<file path="src/rtl/wisc_alu_pkg.sv">
// Shared definitions for the WISC ALU and the shift-add multiply sequencer.
// Optional signed multiply is enabled by defining MUL_SIGNED_EN.
package wisc_alu_pkg;

  localparam int unsigned MUL_WIDTH = 16;
  localparam int unsigned MUL_CNT_W = 4;
  localparam int unsigned ALU_OP_W  = 5;

  localparam logic [ALU_OP_W-1:0] ALU_OP_ADD = 5'b00100;
  localparam logic [ALU_OP_W-1:0] ALU_OP_SLL = 5'b00001;
  localparam logic [ALU_OP_W-1:0] ALU_OP_SRL = 5'b00011;

  typedef enum logic [2:0] {
    ST_IDLE   = 3'd0,
    ST_RUN    = 3'd1,
    ST_CORR_A = 3'd2,
    ST_CORR_B = 3'd3,
    ST_DONE   = 3'd4
  } mul_state_e;

endpackage

</file>
<file path="src/rtl/alu_mul_seq_if.sv">
// Request/result handshake plus the borrowed-ALU drive of the multiply sequencer.
interface alu_mul_seq_if
  import wisc_alu_pkg::*;
#(
  parameter int unsigned WIDTH = MUL_WIDTH
);
  logic                  start;
  logic                  mul_signed;
  logic [WIDTH-1:0]      mcand;
  logic [WIDTH-1:0]      mplier;
  logic                  ready;
  logic                  busy;
  logic                  done;
  logic [2*WIDTH-1:0]    product;
  logic                  alu_own;
  logic [WIDTH-1:0]      alu_a;
  logic [WIDTH-1:0]      alu_b;
  logic [ALU_OP_W-1:0]   alu_op;
  logic                  alu_cin;
  logic                  alu_inva;
  logic                  alu_invb;
  logic                  alu_sign;
  logic [WIDTH-1:0]      alu_out;
  logic                  alu_cout;

  // Requester side, which also hosts the shared ALU
  modport master (
    output start, mul_signed, mcand, mplier, alu_out, alu_cout,
    input  ready, busy, done, product,
    input  alu_own, alu_a, alu_b, alu_op, alu_cin, alu_inva, alu_invb, alu_sign
  );

  // Sequencer side
  modport slave (
    input  start, mul_signed, mcand, mplier, alu_out, alu_cout,
    output ready, busy, done, product,
    output alu_own, alu_a, alu_b, alu_op, alu_cin, alu_inva, alu_invb, alu_sign
  );
endinterface

</file>
<file path="src/rtl/mul_acc_shreg.sv">
// 33-bit right-shifting accumulator pair {acc_hi, acc_lo} for shift-add multiply.
module mul_acc_shreg #(
  parameter int unsigned WIDTH = 16
) (
  input  logic               clk,
  input  logic               rst,
  input  logic               load,
  input  logic               shift,
  input  logic               upd_hi,
  input  logic [WIDTH-1:0]   lo_in,
  input  logic [WIDTH-1:0]   hi_in,
  input  logic [WIDTH:0]     sum_in,
  output logic [2*WIDTH-1:0] acc_nxt_c
);
  logic [WIDTH-1:0] acc_hi;
  logic [WIDTH-1:0] acc_lo;
  logic [WIDTH:0]   sum33_c;

  // Add the multiplicand only when the current multiplier bit is set
  always_comb sum33_c = acc_lo[0] ? sum_in : {1'b0, acc_hi};

  // Next accumulator value; exposed so the owner can register derived outputs
  always_comb begin
    acc_nxt_c = {acc_hi, acc_lo};
    if (load)
      acc_nxt_c = {{WIDTH{1'b0}}, lo_in};
    else if (shift)
      acc_nxt_c = {sum33_c, acc_lo[WIDTH-1:1]};
    else if (upd_hi)
      acc_nxt_c = {hi_in, acc_lo};
  end

  // Accumulator register
  always_ff @(posedge clk) begin
    if (rst) begin
      acc_hi <= '0;
      acc_lo <= '0;
    end else begin
      {acc_hi, acc_lo} <= acc_nxt_c;
    end
  end
endmodule

</file>
<file path="src/rtl/alu_mul_seq.sv">
// 16x16->32 shift-add multiplier that borrows the shared ALU adder.
// Define MUL_SIGNED_EN to build the two's-complement correction states.
module alu_mul_seq
  import wisc_alu_pkg::*;
#(
  parameter int unsigned WIDTH = MUL_WIDTH,
  parameter int unsigned CNT_W = MUL_CNT_W
) (
  input  logic         clk,
  input  logic         rst,
  alu_mul_seq_if.slave bus
);
  mul_state_e         state, nxt;
  logic [WIDTH-1:0]   mc_r;
  logic [CNT_W-1:0]   cnt;
  logic               acc_load, acc_shift, acc_upd;
  logic [2*WIDTH-1:0] acc_nxt_c;
  logic [WIDTH-1:0]   mc_nxt, hi_nxt;
  mul_state_e         run_exit;

  logic               ready_r, busy_r, done_r;
  logic [2*WIDTH-1:0] product_r;
  logic               own_r, cin_r, inva_r;
  logic [WIDTH-1:0]   a_r, b_r;
  logic               own_d, cin_d, inva_d;
  logic [WIDTH-1:0]   a_d, b_d;

`ifdef MUL_SIGNED_EN
  logic [WIDTH-1:0]   mp_r;
  logic               sgn_r, mc_neg, mp_neg;
  logic               corr_a_en, corr_b_en;

  assign corr_a_en = sgn_r & mp_neg;
  assign corr_b_en = sgn_r & mc_neg;
  assign run_exit  = corr_a_en ? ST_CORR_A : (corr_b_en ? ST_CORR_B : ST_DONE);

  // Sign information and original multiplier for the final corrections
  always_ff @(posedge clk) begin
    if (rst) begin
      mp_r   <= '0;
      sgn_r  <= 1'b0;
      mc_neg <= 1'b0;
      mp_neg <= 1'b0;
    end else if (acc_load) begin
      mp_r   <= bus.mplier;
      sgn_r  <= bus.mul_signed;
      mc_neg <= bus.mcand[WIDTH-1];
      mp_neg <= bus.mplier[WIDTH-1];
    end
  end
`else
  logic unused_mul_signed;
  assign unused_mul_signed = bus.mul_signed;
  assign run_exit          = ST_DONE;
`endif

  mul_acc_shreg #(.WIDTH(WIDTH)) u_acc (
    .clk       (clk),
    .rst       (rst),
    .load      (acc_load),
    .shift     (acc_shift),
    .upd_hi    (acc_upd),
    .lo_in     (bus.mplier),
    .hi_in     (bus.alu_out),
    .sum_in    ({bus.alu_cout, bus.alu_out}),
    .acc_nxt_c (acc_nxt_c)
  );

  // State register
  always_ff @(posedge clk) begin
    if (rst) state <= ST_IDLE;
    else     state <= nxt;
  end

  // Next state and accumulator controls
  always_comb begin
    nxt       = state;
    acc_load  = 1'b0;
    acc_shift = 1'b0;
    acc_upd   = 1'b0;
    case (state)
      ST_IDLE: begin
        if (bus.start) begin
          acc_load = 1'b1;
          nxt      = ST_RUN;
        end
      end
      ST_RUN: begin
        acc_shift = 1'b1;
        if (cnt == CNT_W'(WIDTH - 1)) nxt = run_exit;
      end
`ifdef MUL_SIGNED_EN
      ST_CORR_A: begin
        acc_upd = 1'b1;
        nxt     = corr_b_en ? ST_CORR_B : ST_DONE;
      end
      ST_CORR_B: begin
        acc_upd = 1'b1;
        nxt     = ST_DONE;
      end
`endif
      ST_DONE: nxt = ST_IDLE;
      default: nxt = ST_IDLE;
    endcase
  end

  // Multiplicand and iteration counter
  always_ff @(posedge clk) begin
    if (rst) begin
      mc_r <= '0;
      cnt  <= '0;
    end else if (acc_load) begin
      mc_r <= bus.mcand;
      cnt  <= '0;
    end else if (acc_shift) begin
      cnt  <= cnt + CNT_W'(1);
    end
  end

  // ALU drive for the upcoming cycle, built from next-cycle register values
  always_comb begin
    mc_nxt = acc_load ? bus.mcand : mc_r;
    hi_nxt = acc_nxt_c[2*WIDTH-1:WIDTH];
    own_d  = 1'b0;
    a_d    = '0;
    b_d    = '0;
    cin_d  = 1'b0;
    inva_d = 1'b0;
    case (nxt)
      ST_RUN: begin
        own_d = 1'b1;
        a_d   = mc_nxt;
        b_d   = hi_nxt;
      end
`ifdef MUL_SIGNED_EN
      ST_CORR_A: begin
        own_d  = 1'b1;
        a_d    = mc_nxt;
        b_d    = hi_nxt;
        cin_d  = 1'b1;
        inva_d = 1'b1;
      end
      ST_CORR_B: begin
        own_d  = 1'b1;
        a_d    = mp_r;
        b_d    = hi_nxt;
        cin_d  = 1'b1;
        inva_d = 1'b1;
      end
`endif
      default: ;
    endcase
  end

  // Registered status, product and ALU drive
  always_ff @(posedge clk) begin
    if (rst) begin
      ready_r   <= 1'b1;
      busy_r    <= 1'b0;
      done_r    <= 1'b0;
      product_r <= '0;
      own_r     <= 1'b0;
      a_r       <= '0;
      b_r       <= '0;
      cin_r     <= 1'b0;
      inva_r    <= 1'b0;
    end else begin
      ready_r <= (nxt == ST_IDLE);
      busy_r  <= (nxt != ST_IDLE);
      done_r  <= (nxt == ST_DONE);
      if (nxt == ST_DONE) product_r <= acc_nxt_c;
      own_r   <= own_d;
      a_r     <= a_d;
      b_r     <= b_d;
      cin_r   <= cin_d;
      inva_r  <= inva_d;
    end
  end

  assign bus.ready    = ready_r;
  assign bus.busy     = busy_r;
  assign bus.done     = done_r;
  assign bus.product  = product_r;
  assign bus.alu_own  = own_r;
  assign bus.alu_a    = a_r;
  assign bus.alu_b    = b_r;
  assign bus.alu_op   = ALU_OP_ADD;
  assign bus.alu_cin  = cin_r;
  assign bus.alu_inva = inva_r;
  assign bus.alu_invb = 1'b0;
  assign bus.alu_sign = 1'b0;
endmodule

</file>
<file path="src/flat_wrapper.sv">
// flat-port wrapper written by rule: the top's interface ports become plain ports
module alu_mul_seq_flat import wisc_alu_pkg::*;
#(
  parameter int unsigned WIDTH = MUL_WIDTH,
  parameter int unsigned CNT_W = MUL_CNT_W
)
  (clk, rst, bus_start, bus_mul_signed, bus_mcand, bus_mplier, bus_alu_out, bus_alu_cout, bus_ready, bus_busy, bus_done, bus_product, bus_alu_own, bus_alu_a, bus_alu_b, bus_alu_op, bus_alu_cin, bus_alu_inva, bus_alu_invb, bus_alu_sign);
  alu_mul_seq_if #(.WIDTH(WIDTH)) bus_i ();
  input  logic clk;
  input  logic rst;
  input wire logic [$bits(bus_i.start)-1:0] bus_start;
  input wire logic [$bits(bus_i.mul_signed)-1:0] bus_mul_signed;
  input wire logic [$bits(bus_i.mcand)-1:0] bus_mcand;
  input wire logic [$bits(bus_i.mplier)-1:0] bus_mplier;
  input wire logic [$bits(bus_i.alu_out)-1:0] bus_alu_out;
  input wire logic [$bits(bus_i.alu_cout)-1:0] bus_alu_cout;
  output wire logic [$bits(bus_i.ready)-1:0] bus_ready;
  output wire logic [$bits(bus_i.busy)-1:0] bus_busy;
  output wire logic [$bits(bus_i.done)-1:0] bus_done;
  output wire logic [$bits(bus_i.product)-1:0] bus_product;
  output wire logic [$bits(bus_i.alu_own)-1:0] bus_alu_own;
  output wire logic [$bits(bus_i.alu_a)-1:0] bus_alu_a;
  output wire logic [$bits(bus_i.alu_b)-1:0] bus_alu_b;
  output wire logic [$bits(bus_i.alu_op)-1:0] bus_alu_op;
  output wire logic [$bits(bus_i.alu_cin)-1:0] bus_alu_cin;
  output wire logic [$bits(bus_i.alu_inva)-1:0] bus_alu_inva;
  output wire logic [$bits(bus_i.alu_invb)-1:0] bus_alu_invb;
  output wire logic [$bits(bus_i.alu_sign)-1:0] bus_alu_sign;
  assign bus_i.start = bus_start;
  assign bus_i.mul_signed = bus_mul_signed;
  assign bus_i.mcand = bus_mcand;
  assign bus_i.mplier = bus_mplier;
  assign bus_i.alu_out = bus_alu_out;
  assign bus_i.alu_cout = bus_alu_cout;
  assign bus_ready = bus_i.ready;
  assign bus_busy = bus_i.busy;
  assign bus_done = bus_i.done;
  assign bus_product = bus_i.product;
  assign bus_alu_own = bus_i.alu_own;
  assign bus_alu_a = bus_i.alu_a;
  assign bus_alu_b = bus_i.alu_b;
  assign bus_alu_op = bus_i.alu_op;
  assign bus_alu_cin = bus_i.alu_cin;
  assign bus_alu_inva = bus_i.alu_inva;
  assign bus_alu_invb = bus_i.alu_invb;
  assign bus_alu_sign = bus_i.alu_sign;
  alu_mul_seq #(.WIDTH(WIDTH), .CNT_W(CNT_W)) u_core (.clk(clk), .rst(rst), .bus(bus_i));
endmodule
</file>
<file path="config.mk">
export PLATFORM = sky130hd
export DESIGN_NAME = alu_mul_seq_flat
export DESIGN_NICKNAME = d
export VERILOG_FILES = /design/src/rtl/wisc_alu_pkg.sv /design/src/rtl/alu_mul_seq_if.sv /design/src/rtl/mul_acc_shreg.sv /design/src/rtl/alu_mul_seq.sv /design/src/flat_wrapper.sv
export SDC_FILE = /design/constraint.sdc
export NUM_CORES = 1
export LEC_CHECK = 0
export CAP_MARGIN = 20
export CORE_ASPECT_RATIO = 0.9
export CORE_MARGIN = 3
export CORE_UTILIZATION = 43
export DETAILED_ROUTE_END_ITERATION = 6
export PLACE_DENSITY_LB_ADDON = 0.25
export SYNTH_ARGS = -nofsm -noshare
export SYNTH_HDL_FRONTEND = slang
export SYNTH_SLANG_ARGS = --single-unit
</file>
<file path="constraint.sdc">
create_clock -name clk -period 1.9 [get_ports clk]
set_input_delay 0.38 -clock clk [delete_from_list [all_inputs] [get_ports clk]]
set_output_delay 0.38 -clock clk [all_outputs]
set_load 0.02 [all_outputs]
</file>
======== After elaboration in Yosys (flattened, before gate mapping) ========
Index checks and enable logic that the tools add are counted.
storage, ports and cells
  output and inout bits ................... 77
  bits in registers ....................... 123
  bits of input ports ..................... 53
cells by class
  equality and inequality tests ........... 4
  mux-type cells .......................... 11
  bitwise operators ....................... 1
  $add $sub $neg .......................... 1
  reduce and logical (&&, ||, !) cells .... 5
operators with widths
  operator                                              number
  2-to-1 mux 32 bit                                     2
  2-to-1 mux 17 bit                                     1
  2-to-1 mux 16 bit                                     1
  equality test 3 x 1 -> 1 bit (second input constant)  2
  zero test 3 bit                                       2
  2-to-1 mux 3 bit                                      2
  one-hot mux 3 bit (2 select lines)                    1
  adder 4 x 1 -> 4 bit (second input constant)          1
  equality test 4 bit (second input constant)           1
  2-to-1 mux 1 bit                                      4
  OR reduction 2 bit                                    2
  equality test 3 bit (second input constant)           1
  nonzero test 3 bit                                    1
  NOT 1 bit                                             1

======== Logic depth before layout (Yosys ltp) ========
  word-level depth ........................ 6
  gate-level depth with buffers ........... 7

======== Modules after synthesis ========
Synthesis repeated with hierarchy kept, for this count alone.
unflattened totals
  cells, all modules ...................... 553
  area, all modules ....................... 5180.0 um2
by module, submodules not included
  module         cells an instance  instances  area an instance (um2)
  alu_mul_seq    364                1          3314.4
  mul_acc_shreg  189                1          1865.5

======== Worst setup path before layout ========
Ideal clock, no wire load.
  kind .................................... input -> register
  from .................................... input bus_start
  to ...................................... register u_core.u_acc.acc_hi[10]
  stages on the path ...................... 6
  buffers on the path ..................... 3
  slack ................................... 66 ps
  required time ........................... 1763 ps
  data arrival time ....................... 1697 ps
  cell sequence ........................... buf_2 > or4b_2 > clkbuf_1 > nand2b_1 > clkbuf_1 > a211oi_1
on the way
  word-level cells in the longest chain between the ends .. 3
ends and longest elaborated chain
  element                 RTL line             source
  start: declaration      flat_wrapper.sv:11   input wire logic [$bits(bus_i.start)-1:0] bus_start;
  2-to-1 mux 1 bit        alu_mul_seq.sv:83    if (bus.start) begin
  2-to-1 mux 1 bit        alu_mul_seq.sv:81    case (state)
  2-to-1 mux 32 bit       mul_acc_shreg.sv:25  if (load)
  end signal: assignment  mul_acc_shreg.sv:39  {acc_hi, acc_lo} <= acc_nxt_c;
  end: declaration        mul_acc_shreg.sv:15  logic [WIDTH-1:0] acc_hi;
No other way between the ends.
A chain may end at the register's enable or synchronous reset.

======== Worst setup path after layout ========
  from .................................... register u_core.product_r[15] (netlist: u_core.bus.product[15])
  to ...................................... output bus_product[15]
RTL lines
  element                   RTL line            source
  start: declaration        alu_mul_seq.sv:22   logic [2*WIDTH-1:0] product_r;
  start signal: assignment  alu_mul_seq.sv:171  if (nxt == ST_DONE) product_r <= acc_nxt_c;
  end: declaration          flat_wrapper.sv:20  output wire logic [$bits(bus_i.product)-1:0] bus_product;
No word-level cell between the ends.

==> summary.md <==
| Metric | Value |
|---|---|
| Outcome | `complete, no violations` |
| CP Data Required Time | `between 1.5 and 2 ns` |
| FF-to-FF End | `u_core.bus.alu_b[15]` |
| Leakage | `2.23 nW` |
| Gpl congestion | `between 0.7 and 0.8` |
| Final Hold Fails | `0` |
| Register area share after synthesis | `53.7%` |
| Max-cap violations | `0` |
| Bufs and invs on worst path | `1` |
| Area leader, netlist | `dfxtp_1` |
| Startpoint types | `flop` |
| # diodes | `0` |
| CP max stage cell | `clkdlybuf4s50_1` |
| Worst Skew | `0.00885 ns` |
| Power Density | `971 mW/mm^2` |
| Combinational power share | `7.2%` |
| Post-layout util | `63.1%` |
| Async set-reset flop share out of synthesis | `0%` |
| Detailed Routing Iterations Pass 1 | `4` |
| Cells on worst reg2reg path | `4` |
| Worst VDD drop | `0.000758 V` |
| Internal power | `4.98 mW` |
| R2R Setup Slk | `0.21 ns` |
| # hold bufs at CTS | `0` |
| CP max FO | `2` |
| Later-pin clock latency in the skew report | `0.41 ns` |
| Routed WL | `around 12 mm` |
| Max incr delay on CP | `0.64 ns` |
| Relative slew slack | `65.1%` |
| Row cnt | `35` |
| Reg power frac | `42.3%` |
| Area Growth Syn to Fin | `42.0%` |
| CTS H-tree depth | `4` |
| Total GRT Usage | `between 10% and 20%` |
| Setup repair after global routing missed its margin | `false` |
| Main area contributors after synthesis | `dfxtp_1, a21oi_1, a211oi_1, nand2_1, nand3_1` |
| Residual DRC | `0` |
| Tmin final | `approximately 1.8 ns` |
| Yosys top cell area share | `53.7%` |
| Critical path arrival | `~1.4 ns` |
| Nets | `682` |
| FMAX | `568 MHz` |
| Switching share of power | `between 20% and 30%` |
| Total power | `6.33 mW` |
| Slew Viols, Final | `0` |
| Avg WL per Cell | `about 15 um` |
| Post-synthesis cell area | `0.00459 mm^2` |
| Post-synthesis register bit count | `123` |
| CTS resizes | `0` |
| Crit path capture type | `output port` |
| Clock Power Share | `50.5%` |
| Avg Inst Size Synth | `8.84 um^2` |
| Hpwl dp | `between 7 and 8 mm` |
| Gr ovfl total | `0` |
| Hold WS | `0.455 ns` |
| Layout cells sized above 1 | `8.44%` |
| Top delay family on crit path | `buffers and inverters` |
| Most frequent cell after synthesis | `dfxtp_1` |
| Final period util | `92.7%` |
| DR vias/cell | `between 5 and 6` |
| Core area | `0.0103 mm^2` |
| Worst-path clk slew | `0.05 ns` |
| IO Port Bufs | `between 100 and 150` |
| Height of the die | `104 um` |
| Root Buffer | `clkbuf_16` |
| Placed instance area | `0.00593 mm^2` |
| CTS tree | `done` |
| Yosys warnings | `0` |
| Fillcell total | `859` |
| Hold Path Stages | `2` |
| Vias in the first global route | `roughly 3.9k` |
| First-pass GRT wire length | `~19 mm` |
| Worst hold endpoint | `u_core.mc_r[6]` |
| Clock buffer depth | `2` |
| Initial Utilization | `44.4%` |
| Num CTS Buffers | `17` |
| First DRT Iteration DRCs | `306` |
| Antenna violations before repair | `0` |
| Io pins | `130` |
| Clock sink count | `123` |
| Hold path startpoint | `u_core.mc_r[6]` |
| Post-route cell area | `0.00652 mm^2` |
| EDFF count, synth | `0` |
| Vias | `4057` |
| Hold WC Path Type | `flop to flop` |
| Number of nets with antenna violations after routing | `0` |
| Slew @ Worst Pin | `0.523 ns` |
| Reg2Reg Launch Point | `u_core.state[0]` |
| Setup CP Type | `flop to output port` |
| Die ar. | `~0.012 mm^2` |
| Mapped Cells | `519` |
| Post-synth top cells | `dfxtp_1, a21oi_1, nand2_1` |
| Setup-failing EPs final | `0` |
| Psw | `1.35 mW` |
| Width of the die | `between 100 and 150 um` |
| Main flop type after synthesis | `dfxtp_1` |
| Crit-path cells | `clkdlybuf4s50_1` |
| Post-synth cell types | `34` |
| Setup bufs post-CTS | `0` |
| Largest net degree at the start of global routing | `87` |
==> area by class of cell <==
type,instances,area [um^2],area share [%]
Sequential cell,123,2460,37.8
Multi-Input combinational cell,344,1890,29.1
Timing Repair Buffer,140,1410,21.6
Clock buffer,23,468,7.18
Tap cell,129,161,2.48
Clock inverter,8,118,1.80
Inverter,2,7.51,0.115
==> worst max-delay path by stage <==
| stage | slack [ns] | to | depth (start not counted) | startpoint |
|---|---|---|---|---|
| floorplan | 0.07 | u_core.u_acc.acc_hi[10] | 6 | bus_start |
| global placement | -0.14 | u_core.u_acc.acc_hi[14] | 5 | bus_start |
| CTS | 0.11 | bus_product[15] | 1 | u_core.bus.product[15] |
| global route | 0.08 | bus_product[15] | 1 | u_core.bus.product[15] |
| finish | 0.14 | bus_product[15] | 1 | u_core.bus.product[15] |
| detailed placement | -0.16 | u_core.mc_r[15] | 5 | bus_start |
==> cell usage in the layout, fill, tap and decap left out, types with 3 or more instances in the layout <==
cell type and instances:
nand2_1 52, a211oi_1 30, nand3b_1 15, nor2_1 35, buf_4 16, or3_1 3, dfxtp_1 123, clkinv_2 4
clkbuf_16 17, clkdlybuf4s50_1 118, a21oi_1 85, conb_1 10, clkbuf_1 4, mux2i_1 15, nand3_1 34, buf_12 5
bufinv_16 3, a21o_1 15, o21ai_0 34
==> registers in the layout, indices dropped and copies added (netlist names) <==
signal               cells
u_core.bus.alu_a        16
u_core.bus.alu_b        16
u_core.bus.alu_own       1
u_core.bus.busy          1
u_core.bus.done          1
u_core.bus.product      32
u_core.bus.ready         1
u_core.cnt               4
u_core.mc_r             16
u_core.state             3
u_core.u_acc.acc_hi     16
u_core.u_acc.acc_lo     16
==> metrics by stage <==
stage               TNS [ns]  setup slack [ns]  cells
floorplan                  0            0.0659    527
global placement       -5.44            -0.138    738
detailed placement     -6.50            -0.159    738
CTS                        0             0.112    769
global route               0            0.0809    769
finish                     0             0.138    769
==> layer usage <==
layer	wire length, um	GRT usage (%)
met5	0	0
met4	116	6.54
met3	736	7.45
met2	5710	31.7
met1	5180	24.7
==> worst reg2reg max path, cell delays in order, from the launching register on <==
cell and delay [ns]:
dfxtp_1 0.42, or3b_1 0.39, or4_1 0.47, buf_4 0.21, a21oi_1 0.13
==> power groups by stage <==
stage	clock (mW)	combinational, mW	sequential (mW)
3_5_place_dp	0	0.457	2.73
3_3_place_gp	0	0.450	2.73
4_1_cts	3.25	0.460	2.68
2_1_floorplan	0	0.243	2.74
6_report	3.19	0.458	2.68
5_1_grt	3.38	0.497	2.68
==> cells by family (layout without fill, tap and decap cells) <==
| logic type | Yosys count | after routing | synth area share (%) |
|---|---|---|---|
| AOI/OAI and AO/OA | 166 | 166 | 20.7 |
| muxes | 16 | 16 | 3.52 |
| other | 2 | 10 | 0.164 |
| and+or+nand+nor | 150 | 150 | 15.5 |
| xor gates and xnor gates | 1 | 1 | 0.191 |
| buffers and inverters | 60 | 173 | 6.02 |
| adders and majority gates | 1 | 1 | 0.273 |
| DFF | 123 | 123 | 53.7 |
Note: power is estimated with default switching activity, not from simulation.
